===== config.mk =====
export PLATFORM = sky130hd
export DESIGN_NAME = p_ram_dp
export DESIGN_NICKNAME = d
export VERILOG_FILES = /design/src/rtl/p_ram_dp.sv
export SDC_FILE = /design/constraint.sdc
export NUM_CORES = 1
export LEC_CHECK = 0
export CORE_MARGIN = 2
export CORE_UTILIZATION = 50
export DETAILED_ROUTE_END_ITERATION = 12
export PLACE_DENSITY = 0.7
export SYNTH_ARGS = -nofsm -noshare
export SYNTH_HDL_FRONTEND = slang
export SYNTH_SLANG_ARGS = --single-unit

===== constraint.sdc =====
create_clock -name clock -period 2.9 [get_ports clock]
set_input_delay 0.58 -clock clock [delete_from_list [all_inputs] [get_ports clock]]
set_output_delay 0.58 -clock clock [all_outputs]
set_load 0.005 [all_outputs]

===== src/rtl/p_ram_dp.sv =====
// Dual-port RAM, 1 write + 1 registered read, with a zeroing sweep after reset or clear; P_RAM_DP_BYPASS_EN selects write-first.
// Latency: read data on out one cycle after an accepted rd_en; a sweep takes 2**SEL_WIDTH cycles.
// Backpressure: none; load/rd_en/clear are dropped while busy, and a clear drops same-cycle load/rd_en.
module p_ram_dp #(
  parameter int BIT_WIDTH = 16,
  parameter int SEL_WIDTH = 3
) (
  input  logic                 clock,
  input  logic                 reset,
  input  logic [BIT_WIDTH-1:0] in,
  input  logic [SEL_WIDTH-1:0] wr_address,
  input  logic                 load,
  input  logic [SEL_WIDTH-1:0] rd_address,
  input  logic                 rd_en,
  input  logic                 clear,
  output logic [BIT_WIDTH-1:0] out,
  output logic                 out_valid,
  output logic                 busy
);

  localparam int DEPTH = 1 << SEL_WIDTH;

  typedef enum logic {
    ST_SWEEP = 1'b0,
    ST_IDLE  = 1'b1
  } state_t;

  state_t               state, state_nxt;
  logic [SEL_WIDTH-1:0] sweep_ptr, ptr_nxt;
  logic [BIT_WIDTH-1:0] mem [DEPTH];

  logic                 wr_acc, rd_acc;
  logic                 mem_we;
  logic [SEL_WIDTH-1:0] mem_wa;
  logic [BIT_WIDTH-1:0] mem_wd;
  logic [BIT_WIDTH-1:0] rd_dat;

  always_comb begin
    state_nxt = state;
    ptr_nxt   = sweep_ptr;
    wr_acc    = 1'b0;
    rd_acc    = 1'b0;
    case (state)
      ST_SWEEP: begin
        ptr_nxt = sweep_ptr + SEL_WIDTH'(1);
        if (sweep_ptr == '1) state_nxt = ST_IDLE;
      end
      ST_IDLE: begin
        if (clear) begin
          state_nxt = ST_SWEEP;
          ptr_nxt   = '0;
        end else begin
          wr_acc = load;
          rd_acc = rd_en;
        end
      end
    endcase
  end

  // The sweep borrows the single write port; user writes only land when idle.
  assign mem_we = (state == ST_SWEEP) || wr_acc;
  assign mem_wa = (state == ST_SWEEP) ? sweep_ptr : wr_address;
  assign mem_wd = (state == ST_SWEEP) ? '0 : in;

  always_ff @(posedge clock) begin
    if (mem_we && !reset) mem[mem_wa] <= mem_wd;
  end

`ifdef P_RAM_DP_BYPASS_EN
  assign rd_dat = (wr_acc && (wr_address == rd_address)) ? in : mem[rd_address];
`else
  assign rd_dat = mem[rd_address];
`endif

  always_ff @(posedge clock or posedge reset) begin
    if (reset) begin
      state     <= ST_SWEEP;
      sweep_ptr <= '0;
      out       <= '0;
      out_valid <= 1'b0;
    end else begin
      state     <= state_nxt;
      sweep_ptr <= ptr_nxt;
      out_valid <= rd_acc;
      if (rd_acc) out <= rd_dat;
    end
  end

  assign busy = (state == ST_SWEEP);

endmodule


; Yosys cells after proc, flatten, opt, wreduce, memory -nomap -nowiden
; Memory sizes are Yosys's and may differ from the RTL's. A register that Yosys moved wholly into a read port is not among the register bits.
; Cells that the tools add are included.
[classes]
reduce_logical = 3
add_sub_neg = 1
n_lt_le_gt_ge = 0
n_mux = 13
div = 0
eq_ne = 2
bitwise = 1
n_shift = 0
n_mul = 0
[ops]
columns = op, n
row1 = 16-bit two-way mux, 1
row2 = 1-bit two-way mux, 8
row3 = 3-bit two-way mux, 2
row4 = 3-bit case mux with 2 select lines, 1
row5 = 3-bit by 1-bit adder with 3-bit output (second input constant), 1
row6 = 3-bit == test (second input constant), 1
row7 = 2-bit != test (second input constant), 1
row8 = 1-bit case mux with 2 select lines, 1
row9 = 1-bit logical AND, 1
row10 = 1-bit logical NOT, 1
row11 = 1-bit logical OR, 1
row12 = 1-bit NOT, 1
[word_totals]
ram_bits = 128
wordCells = 24
latch_bits = 0
romBits = 0
output_inout_bits = 18
n_memories = 1
regBits = 5
[memory_table]
columns = memory, words, word_bits, read_ports, rd_ports_with_merged_regs, write_ports, line_no
row1 = mem, 8, 16, 1, 1, 1, 30  ; logic [BIT_WIDTH-1:0] mem [DEPTH];

; Logic depth before layout (Yosys ltp)
; Gate-level depths: netlist of run 1.
[depth]
depth_word = 6
mapped_depth = 5
mapped_depth_nobuf = 4

; Worst setup path after synthesis of run 1
; No wires, ideal clock.
[synth_timing]
path_kind = input to register
start = input reset
end = memory mem[1][0] (enable)
path_slack_ns = 0.371
n_path_buf = 0
stages = 3
t_required_ns = 2.512
setup_time_ns = 0.388
arrival_time_ns = 2.140
path_cell_list = inv_1 -> o21ai_0 -> nor2_1
[synth_via]
elab_chain_cells = 4
[synth_lines]
columns = element, line_no
row1 = from (decl), 9  ; input logic reset,
row2 = 1-bit logical NOT (no line), -
row3 = 1-bit logical AND, 66  ; if (mem_we && !reset) mem[mem_wa] <= mem_wd;
row4 = 1-bit two-way mux, 66
row5 = 1-bit two-way mux (implied by the code), 66
row6 = to (decl), 30
; No other way between the ends.

; Worst setup path after layout of run 1
[layout_timing]
start = register state
end = output busy
[layout_via]
elab_chain_cells = 1
[layout_lines]
columns = element, line_no
row1 = from (decl), 28  ; state_t state, state_nxt;
row2 = from (signal assigned), 82  ; state <= state_nxt;
row3 = 1-bit NOT, -
row4 = to (decl), 18  ; output logic busy
; No other way between the ends.

==> out/metrics.csv, run 1 <==
stage,metric,value,unit
outcome,outcome,"complete, no violations",
critical_path,ff2ff_path_depth,5,
route,drc_errors,0,
die,rows,40,
clocking,cts_made_buffers,17,
synth,synth_cell_types,32,
clocking,root_buffer,clkbuf_16,
critical_path,arrival,1.87,ns
die,core,11860,um2
synth,syn_area,6022,um2
clocking,clk_pin_slew_worst_paths,0.06,ns
route,drt_wl_total,11680,um
route,drt-initial-drc-count,250,
route,drt.antenna.violating_nets,0,
synth,synth_seq_cells,149,
final_layout,n_antenna_cell,0,
clocking,cts.sinks,149,
final_layout,final_util,60.69,%
min_path,hold-path-endpoint,out[4],
synth,yosys_warnings,0,
clocking,clockBufferDepth,2,
global_routing,grt_overflow,0,
run,maxCapViolations,0,
power_and_ir_drop,power,6.348,mW
placed_design,gp_congestion,0.7701,
synth,synth_area_leaders,"edfxtp_1 64%, dfrtp_1 8.7%, mux2i_1 5.3%",
clocking,cts.repair.resized,0,
timing,setup_tns,0,ns
die,initial_core_util,50.77,%
global_routing,antenna_found_initial,0,
timing,setup-violations-final,0,
critical_path,crit_required,2.32,ns
clocking,cts_max_level,4,
power_and_ir_drop,p_leak,2.621,nW
final_layout,fin_area,7198,um2
synth,synthCells,354,
placed_design,port_buffers,44,
final_layout,drive_gt1_share,17.91,%
timing,rsz0062_at_grt,no,
route,first_pass_iters,5,
final_layout,final_common_cell,edfxtp_1,
synth,synth_top_cell_by_area,edfxtp_1,
synth,synth-edff-count,128,
placed_design,dp_hpwl,7442,um
synth,ys.flop_type,edfxtp_1,
final_layout,mostFrequentLayoutCells,"128 x edfxtp_1, 43 x clkdlybuf4s50_1, 32 x mux2i_1, 21 x nand2_1, 21 x dfrtp_1",
min_path,hp-start,out[4],
critical_path,path_class,reg2out,
die,die_h,113.7,um
synth,synth_top_area_share,63.83,%
placed_design,dpl.cell_count,545,
critical_path,r2r-start,state,
power_and_ir_drop,power_density,881.9,nW/um2
synth,synth_area_per_cell,17.01,um2
global_routing,grt_pass1_wl,18440,um
final_layout,stdcell_count,577,
final_layout,nets,446,
timing,slew_headroom,17.18,%
critical_path,cp_max_fo,11,
critical_path,rrSetupSlack,0.79,ns
route,wl_per_cell,20.24,um
power_and_ir_drop,ir_drop,520.6,uV
synth,async_flop_share,14.09,%
global_routing,grt_max_degree,34,
min_path,hold_depth,2,
critical_path,critPathCaptureType,output port,
global_routing,grt_use_total,19.43,%
timing,drv_slew,0,
clocking,cts_tree,yes,
die,die_area,12940,um2
timing,max_freq,0.4078,GHz
placed_design,pre_cts_ws,0.02341,ns
global_routing,grt_pass1_vias,3267,
final_layout,fillCellCount,844,
final_layout,syn_to_final_growth,19.53,%
timing,tightestPinTransition,1.240,ns
clocking,cts_setup_buffers,0,
critical_path,timing.rr.end,mem[4][11],
timing,final_hold_viol_count,0,
clocking,hold_buffers,0,
route,vias,3264,
timing,period_needed,2.452,ns
min_path,hold_path.class,reg2reg,
route,viasPerCell,5.657,
synth,yosysSeqAreaShare,72.55,%
timing,finalCritPeriodShare,84.56,%
synth,synth_nets,383,
timing,fin_skew,0.007282,ns
die,dieWidth,113.7,um
placed_design,placed_area,6654,um2
timing,whs,0.4854,ns
die,ios,45,
critical_path,startpoint_type,flop,
clocking,insertion_delay,0.42,ns
timing,setup_ws,0.4477,ns
==> worst max-delay path: stages (launching register included) <==
cell	delay, ns
dfrtp_1	0.52
buf_4	0.24
inv_1	0.16
clkdlybuf4s50_1	0.53
==> report_power, final <==
group / switching [mW] / leakage, nW / internal, mW
clock: 0.838 / 0.245 / 1.17
combinational: 0.710 / 0.922 / 0.573
sequential: 0.166 / 1.45 / 2.90
total: 1.71 / 2.62 / 4.63
==> layout make-up <==
type / instances / area [um2] / area share [%]
Sequential cell: 149 / 4369 / 60.70
Multi-Input combinational cell: 182 / 1498 / 20.81
Timing Repair Buffer: 63 / 590.6 / 8.204
Clock buffer: 18 / 429.2 / 5.962
Tap cell: 147 / 183.9 / 2.555
Clock inverter: 14 / 112.6 / 1.564
Inverter: 4 / 15.01 / 0.2086
==> routing by layer <==
metal	GRT usage [%]	vias up	wire (um)
met2	29.26	99	5447
li1	-	1504	-
met1	28.30	1648	5502
met3	4.782	13	596
met5	0	-	0
met4	6.098	0	133
==> synthesized netlist by cell type (2+ instances only) <==
cell         n
edfxtp_1   128
mux2i_1     32
dfrtp_1     21
nand2_1     21
mux2_1      17
a22o_1      16
and2_1      16
o22ai_1     16
mux2_2      15
o31ai_2     14
nor2_1      11
clkbuf_1     6
buf_2        5
buf_6        4
inv_1        4
o21ai_0      4
buf_8        3
a31oi_1      2
ha_1         2
nand3b_1     2
nor2b_1      2
o2bb2ai_1    2
o31ai_1      2
==> flip-flops by register name (all words and copies together) (netlist names) <==
register,cells
mem,128
out,16
sweep_ptr,3
out_valid,1
state,1
==> how the worst max path moves through the flow <==
stage / cells after the start / startpoint / to
floorplan: 3 / reset / mem[1][0]
global placement: 4 / wr_address[0] / mem[1][12]
detailed placement: 4 / wr_address[0] / mem[1][11]
CTS: 3 / state / busy
global route: 3 / state / busy
finish: 3 / state / busy
==> cells by family after synthesis <==
| family | Yosys count | share of synthesized area (%) |
|---|---|---|
| buf+inv | 23 | 2.618 |
| mux | 64 | 11.30 |
| fa+ha+maj | 2 | 0.4155 |
| compound gates | 58 | 8.228 |
| simple gates | 58 | 4.883 |
| flops | 149 | 72.55 |
Note: power is estimated with default switching activity, not from simulation.
==> inputs of run 2 (changes only) <==
- PLACE_DENSITY: 0.7 -> 0.73
- clock period: 2.9 -> 2 ns (I/O delays scaled with it)
==> run 2 against run 1 <==
Critical path depth increased by 2; die area is the same; clock skew decreased by 0.00084 ns; power increased by 53%; sequential power increased by 44%; largest power group unchanged; highest routed layer unchanged.
==> out/metrics.csv, run 2 (same netlist as run 1, synthesis figures left out) <==
stage,metric,value,unit,change
timing,slew_headroom,57.34,%,was 17.18%
clocking,cts_max_level,4,,unchanged
placed_design,dp_hpwl,7517,um,was 7442 um
global_routing,grt_use_total,19.63,%,was 19.43%
critical_path,startpoint_type,flop,,unchanged
final_layout,nets,455,,was 446
final_layout,final_common_cell,edfxtp_1,,unchanged
die,die_h,113.7,um,unchanged
global_routing,grt_overflow,0,,unchanged
power_and_ir_drop,p_seq_share,45.6,%,was 48.2%
critical_path,crit_path_end,mem[6][10],,was busy
power_and_ir_drop,power,9.692,mW,was 6.348 mW
run,maxCapViolations,0,,unchanged
critical_path,ff2ff_path_depth,5,,unchanged
die,ios,45,,unchanged
placed_design,dpl.cell_count,553,,was 545
timing,drv_slew,0,,unchanged
clocking,hold_buffers,0,,unchanged
clocking,cts.sinks,149,,unchanged
route,drt_wl_total,11760,um,was 11680 um
die,initial_core_util,50.77,%,unchanged
global_routing,grt_pass1_vias,3383,,was 3267
final_layout,syn_to_final_growth,25.02,%,was 19.53%
clocking,insertion_delay,0.42,ns,about the same
route,drc_errors,0,,unchanged
clocking,cts_tree,yes,,unchanged
critical_path,rrSetupSlack,0.24,ns,was 0.79 ns
power_and_ir_drop,p_leak,2.736,nW,was 2.621 nW
timing,whs,0.3810,ns,was 0.4854 ns
timing,rsz0062_at_grt,no,,unchanged
timing,max_freq,0.5685,GHz,
placed_design,gp_congestion,0.7208,,was 0.7701
global_routing,grt_max_degree,37,,was 34
power_and_ir_drop,pwr-share-comb,22.7,%,was 20.2%
min_path,hold_path.class,in2async,,was reg2reg
critical_path,timing.rr.end,mem[6][10],,was mem[4][11]
timing,period_needed,1.759,ns,
power_and_ir_drop,p_clk_share,31.7,%,was 31.6%
route,drt-initial-drc-count,161,,was 250
final_layout,reg.largest.list,"mem: 128 flops, out: 16 flops, sweep_ptr: 3 flops",,unchanged
route,wl_per_cell,20.11,um,was 20.24 um
clocking,cts_made_buffers,17,,unchanged
critical_path,crit_required,2.18,ns,was 2.32 ns
timing,final_hold_viol_count,0,,unchanged
outcome,outcome,"complete, no violations",,unchanged
clocking,clockBufferDepth,2,,unchanged
die,die_area,12940,um2,unchanged
power_and_ir_drop,swShare,26.06,%,was 27.00%
critical_path,r2r-start,state,,unchanged
critical_path,arrival,1.94,ns,was 1.87 ns
route,drt.antenna.violating_nets,0,,unchanged
die,core,11860,um2,unchanged
final_layout,drive_gt1_share,21.69,%,was 17.91%
final_layout,final_util,63.47,%,was 60.69%
clocking,clk_pin_slew_worst_paths,0.06,ns,about the same
route,first_pass_iters,4,,was 5
timing,fin_skew,0.006440,ns,was 0.007282 ns
route,viasPerCell,5.679,,was 5.657
power_and_ir_drop,internal-power,7.166,mW,was 4.634 mW
timing,finalCritPeriodShare,87.96,%,
timing,setup-violations-final,0,,unchanged
global_routing,grt_pass1_wl,18290,um,was 18440 um
die,rows,40,,unchanged
final_layout,mostFrequentLayoutCells,"128 x edfxtp_1, 42 x clkdlybuf4s50_1, 32 x mux2i_1, 21 x nand2_1, 21 x dfrtp_1",,"was 128 x edfxtp_1, 43 x clkdlybuf4s50_1, 32 x mux2i_1, 21 x nand2_1, 21 x dfrtp_1"
critical_path,cp_max_fo,18,,was 11
power_and_ir_drop,ir_drop,830.6,uV,was 520.6 uV
critical_path,path_class,reg2reg,,was reg2out
critical_path,crit_path_start,state,,unchanged
route,vias,3322,,was 3264
clocking,root_buffer,clkbuf_16,,unchanged
power_and_ir_drop,p_switching,2.525,mW,was 1.714 mW
placed_design,port_buffers,44,,unchanged
final_layout,regMostFlops,mem,,unchanged
power_and_ir_drop,power_density,1287,nW/um2,was 881.9 nW/um2
die,dieWidth,113.7,um,unchanged
timing,tightestPinTransition,0.6370,ns,was 1.240 ns
final_layout,fillCellCount,832,,was 844
final_layout,n_antenna_cell,0,,unchanged
final_layout,stdcell_count,585,,was 577
global_routing,antenna_found_initial,0,,unchanged
critical_path,critPathCaptureType,flop,,was output port
final_layout,largest_register_ffs,128,,unchanged
-- run 2: power groups by stage --
stage          Combinational (mW)  Sequential [mW]  Clock, mW
2_1_floorplan                1.14             4.44          0
3_3_place_gp                 2.10             4.45          0
3_5_place_dp                 2.16             4.48          0
4_1_cts                      2.21             4.42       3.12
5_1_grt                      2.40             4.47       3.24
6_report                     2.20             4.42       3.08
-- run 2: worst min path at each step --
stage,from,to,slack [ns],cells after the start
after floorplan,reset,out[0],0.27,1
after detailed placement,out[12],out[12],0.47,2
final,reset,state,0.38,3
after CTS,reset,state,0.37,3
after global placement,out[12],out[12],0.47,2
after global routing,reset,state,0.39,3
-- run 2: repair_timing --
| item | 4_1_cts | 5_1_grt |
|---|---|---|
| setup endpoints to repair | 1 | 1 |
| resized for setup | 3 | 4 |
| setup buffers | 1 | 0 |
-- run 2: through the flow --
| step | area, um2 | TNS (ns) | setup WS [ns] |
|---|---|---|---|
| 2_1_floorplan | 6086 | 0 | 0.2760 |
| 3_3_place_gp | 6928 | -18.04 | -0.2226 |
| 3_5_place_dp | 6928 | -28.64 | -0.2851 |
| 4_1_cts | 7513 | 0 | 0.01049 |
| 5_1_grt | 7528 | 0 | 0.1717 |
| 6_report | 7528 | 0 | 0.2409 |
-- run 2: area by class of cell --
type,instances,area [um2],area share [%]
well taps,147,183.9,2.443
repair buffers,72,823.3,10.94
clock inverters,11,135.1,1.795
clock buffers,20,436.7,5.800
flip-flops and latches,149,4369,58.04
inverters,4,21.27,0.2825
multi-input cells,182,1559,20.71
-- run 2: routing by layer --
| metal | share of wire, % | GRT usage (%) |
|---|---|---|
| met2 | 52 | 33.89 |
| met4 | 1.7 | 8.049 |
| met1 | 42 | 23.91 |
| met3 | 4.7 | 4.623 |
| met5 | 0 | 0 |
-- run 2: critical path, cell delays in order (launching register included) --
cell     delay [ns]
dfrtp_1        0.41
buf_12         0.16
and3_1         0.16
a31oi_1        0.49
nor2_4         0.12
buf_12         0.18
==> inputs of run 3 (changes only) <==
- CELL_PAD_IN_SITES_DETAIL_PLACEMENT: unset -> 0
- CELL_PAD_IN_SITES_GLOBAL_PLACEMENT: unset -> 1
- CORE_UTILIZATION: 50 -> 45
- PLACE_DENSITY: 0.73 -> unset
- PLACE_DENSITY_LB_ADDON: unset -> 0.1
- clock period: 2 -> 1.6 ns (I/O delays scaled with it)
==> run 3 against run 2 <==
The run now ends with setup timing left; sequential power rose by 24%; non-clock buffer count is 21 higher; clock power grew 25%; sequential share of layout area shrank 2.6 points; critical path type unchanged; power grew 28%; count of clock-buffer cells in the layout unchanged; sequential cell count unchanged; final area grew 4.7%; global-route usage is 1.3 points lower; largest cell class unchanged; first-iteration DRC count is 26% higher; critical path depth increased by 2.
==> out/metrics.csv, run 3 (same netlist as run 1, synthesis figures left out) <==
stage,metric,value,unit,change
timing,setup_tns,-0.3897,ns,was 0 ns
final_layout,syn_to_final_growth,30.85,%,was 25.02%
clocking,cts_max_level,4,,unchanged
global_routing,grt_overflow,0,,unchanged
die,ios,45,,unchanged
clocking,cts.sinks,149,,unchanged
timing,setup_ws,-0.04481,ns,was 0.2409 ns
critical_path,ff2ff_path_depth,7,,was 5
timing,finalCritPeriodShare,102.8,%,was 87.96%
final_layout,final_common_cell,edfxtp_1,,unchanged
route,vias,3320,,was 3322
run,maxCapViolations,0,,unchanged
route,wl_per_cell,19.17,um,was 20.11 um
critical_path,arrival,1.77,ns,was 1.94 ns
global_routing,antenna_found_initial,0,,unchanged
critical_path,cpMostUsedCell,buf_4,,was buf_12
outcome,violations,setup timing,,
route,drt.antenna.violating_nets,0,,unchanged
timing,drv_slew,0,,unchanged
critical_path,path_cells,"buf_4, nor4bb_4, o21ai_1, buf_4, nor2_4, buf_4, buf_12",,"was buf_12, and3_1, a31oi_1, nor2_4, buf_12"
min_path,hold_path.class,in2async,,unchanged
die,die_h,119.7,um,was 113.7 um
critical_path,timing.rr.end,mem[6][5],,was mem[6][10]
route,viasPerCell,5.220,,was 5.679
final_layout,multiInputGateArea,1592,um2,was 1559 um2
final_layout,nets,476,,was 455
timing,max_freq,0.6080,GHz,was 0.5685 GHz
route,drt_wl_total,12190,um,was 11760 um
power_and_ir_drop,ir_drop,811.0,uV,was 830.6 uV
clocking,insertion_delay,0.42,ns,about the same
timing,period_needed,1.645,ns,was 1.759 ns
final_layout,regMostFlops,mem,,unchanged
power_and_ir_drop,p_leak,3.029,nW,was 2.736 nW
die,initial_core_util,45.84,%,was 50.77%
timing,tightestPinTransition,0.4662,ns,was 0.6370 ns
timing,rsz0062_at_grt,yes,,was no
final_layout,drive_gt1_share,26.52,%,was 21.69%
final_layout,largest_register_ffs,128,,unchanged
global_routing,grt_use_total,18.28,%,was 19.63%
die,rows,42,,was 40
final_layout,stdcell_count,636,,was 585
die,core,13140,um2,was 11860 um2
final_layout,final_util,59.98,%,was 63.47%
global_routing,grt_max_degree,26,,was 37
critical_path,startpoint_type,flop,,unchanged
outcome,outcome,"finished, violations left",,"was complete, no violations"
critical_path,rrSetupSlack,-0.04,ns,was 0.24 ns
critical_path,path_class,reg2reg,,unchanged
timing,setup-violations-final,23,,was 0
critical_path,cp_max_fo,8,,was 18
final_layout,n_antenna_cell,0,,unchanged
clocking,root_buffer,clkbuf_16,,unchanged
placed_design,dp_hpwl,7697,um,was 7517 um
final_layout,register_area,4369,um2,unchanged
timing,whs,0.2872,ns,was 0.3810 ns
critical_path,critPathCaptureType,flop,,unchanged
route,first_pass_iters,4,,unchanged
final_layout,fillCellCount,1027,,was 832
placed_design,dpl.cell_count,593,,was 553
die,die_area,14320,um2,was 12940 um2
placed_design,port_buffers,44,,unchanged
die,dieWidth,119.7,um,was 113.7 um
timing,final_hold_viol_count,0,,unchanged
global_routing,grt_pass1_vias,3361,,was 3383
critical_path,cp_slowest_stage_delay,0.38,ns,was 0.49 ns
clocking,hold_buffers,0,,unchanged
clocking,cts_tree,yes,,unchanged
final_layout,mostFrequentLayoutCells,"128 x edfxtp_1, 32 x mux2i_1, 27 x clkdlybuf4s50_1, 24 x buf_4",,"was 128 x edfxtp_1, 42 x clkdlybuf4s50_1, 32 x mux2i_1, 21 x nand2_1, 21 x dfrtp_1"
timing,fin_skew,0.01173,ns,was 0.006440 ns
timing,slew_headroom,68.92,%,was 57.34%
final_layout,reg.largest.list,"mem: 128 flops, out: 16 flops, sweep_ptr: 3 flops",,unchanged
clocking,cts_made_buffers,17,,unchanged
critical_path,r2r-start,state,,unchanged
global_routing,grt_pass1_wl,18890,um,was 18290 um
clocking,clk_pin_slew_worst_paths,0.06,ns,about the same
route,drt-initial-drc-count,203,,was 161
critical_path,crit_required,1.72,ns,was 2.18 ns
clocking,clockBufferDepth,2,,unchanged
route,drc_errors,0,,unchanged
critical_path,slowest_stage,dfrtp_1,,was a31oi_1
power_and_ir_drop,power_density,1571,nW/um2,was 1287 nW/um2
placed_design,gp_congestion,0.7568,,was 0.7208
run 3: cell type report:
cell class              instances  share of cell area [%]
flip-flops and latches        149                   55.45
multi-input cells             182                   20.20
repair buffers                 93                   13.99
clock buffers                  20                   5.541
well taps                     176                   2.795
clock inverters                12                   1.762
inverters                       4                  0.2699
run 3: worst max-delay path by stage:
stage	slack, ns	from	depth (start not counted)	end
floorplan	-0.04	reset	3	mem[0][0]
global placement	-0.51	clear	5	mem[3][6]
detailed placement	-0.54	clear	5	mem[3][6]
CTS	-0.04	state	8	mem[6][5]
global route	-0.15	state	7	mem[6][0]
finish	-0.04	state	7	mem[6][5]
run 3: through the flow:
| stage | worst slack [ns] | power [mW] | area (um2) |
|---|---|---|---|
| final | -0.04481 | 12.38 | 7880 |
| after global routing | -0.1476 | 12.98 | 7880 |
| after CTS | -0.04061 | 12.45 | 7811 |
| after detailed placement | -0.5433 | 8.459 | 7122 |
| after global placement | -0.5061 | 8.379 | 7122 |
| after floorplan | -0.04402 | 6.975 | 6086 |
run 3: per-layer routing:
layer / share of wire, % / wire length, um / global-route usage [%]
met5: 0 / 0 / 0
met4: 1.7 / 207 / 6.838
met3: 4.1 / 503 / 4.183
met2: 52 / 6308 / 30.75
met1: 42 / 5169 / 23.20
run 3: what timing repair did:
item	4_1_cts	5_1_grt
gates resized for setup	18	15
pin swaps	4	2
endpoints found under the setup margin	133	109
buffers inserted	8	4
cloned	1	0
run 3: report_power, final:
group	total, mW	leakage (nW)	switching (mW)	internal (mW)
Clock	3.86	0.284	1.44	2.43
Sequential	5.47	1.45	0.231	5.24
Combinational	3.04	1.29	1.55	1.49
run 3: worst max-delay path, delay by kind of cell (launching register included):
family	cells	cell delay [ns]
DFF	1	0.38
and+or+nand+nor	2	0.30
buffers and inverters	4	0.57
AOI/OAI and AO/OA	1	0.09
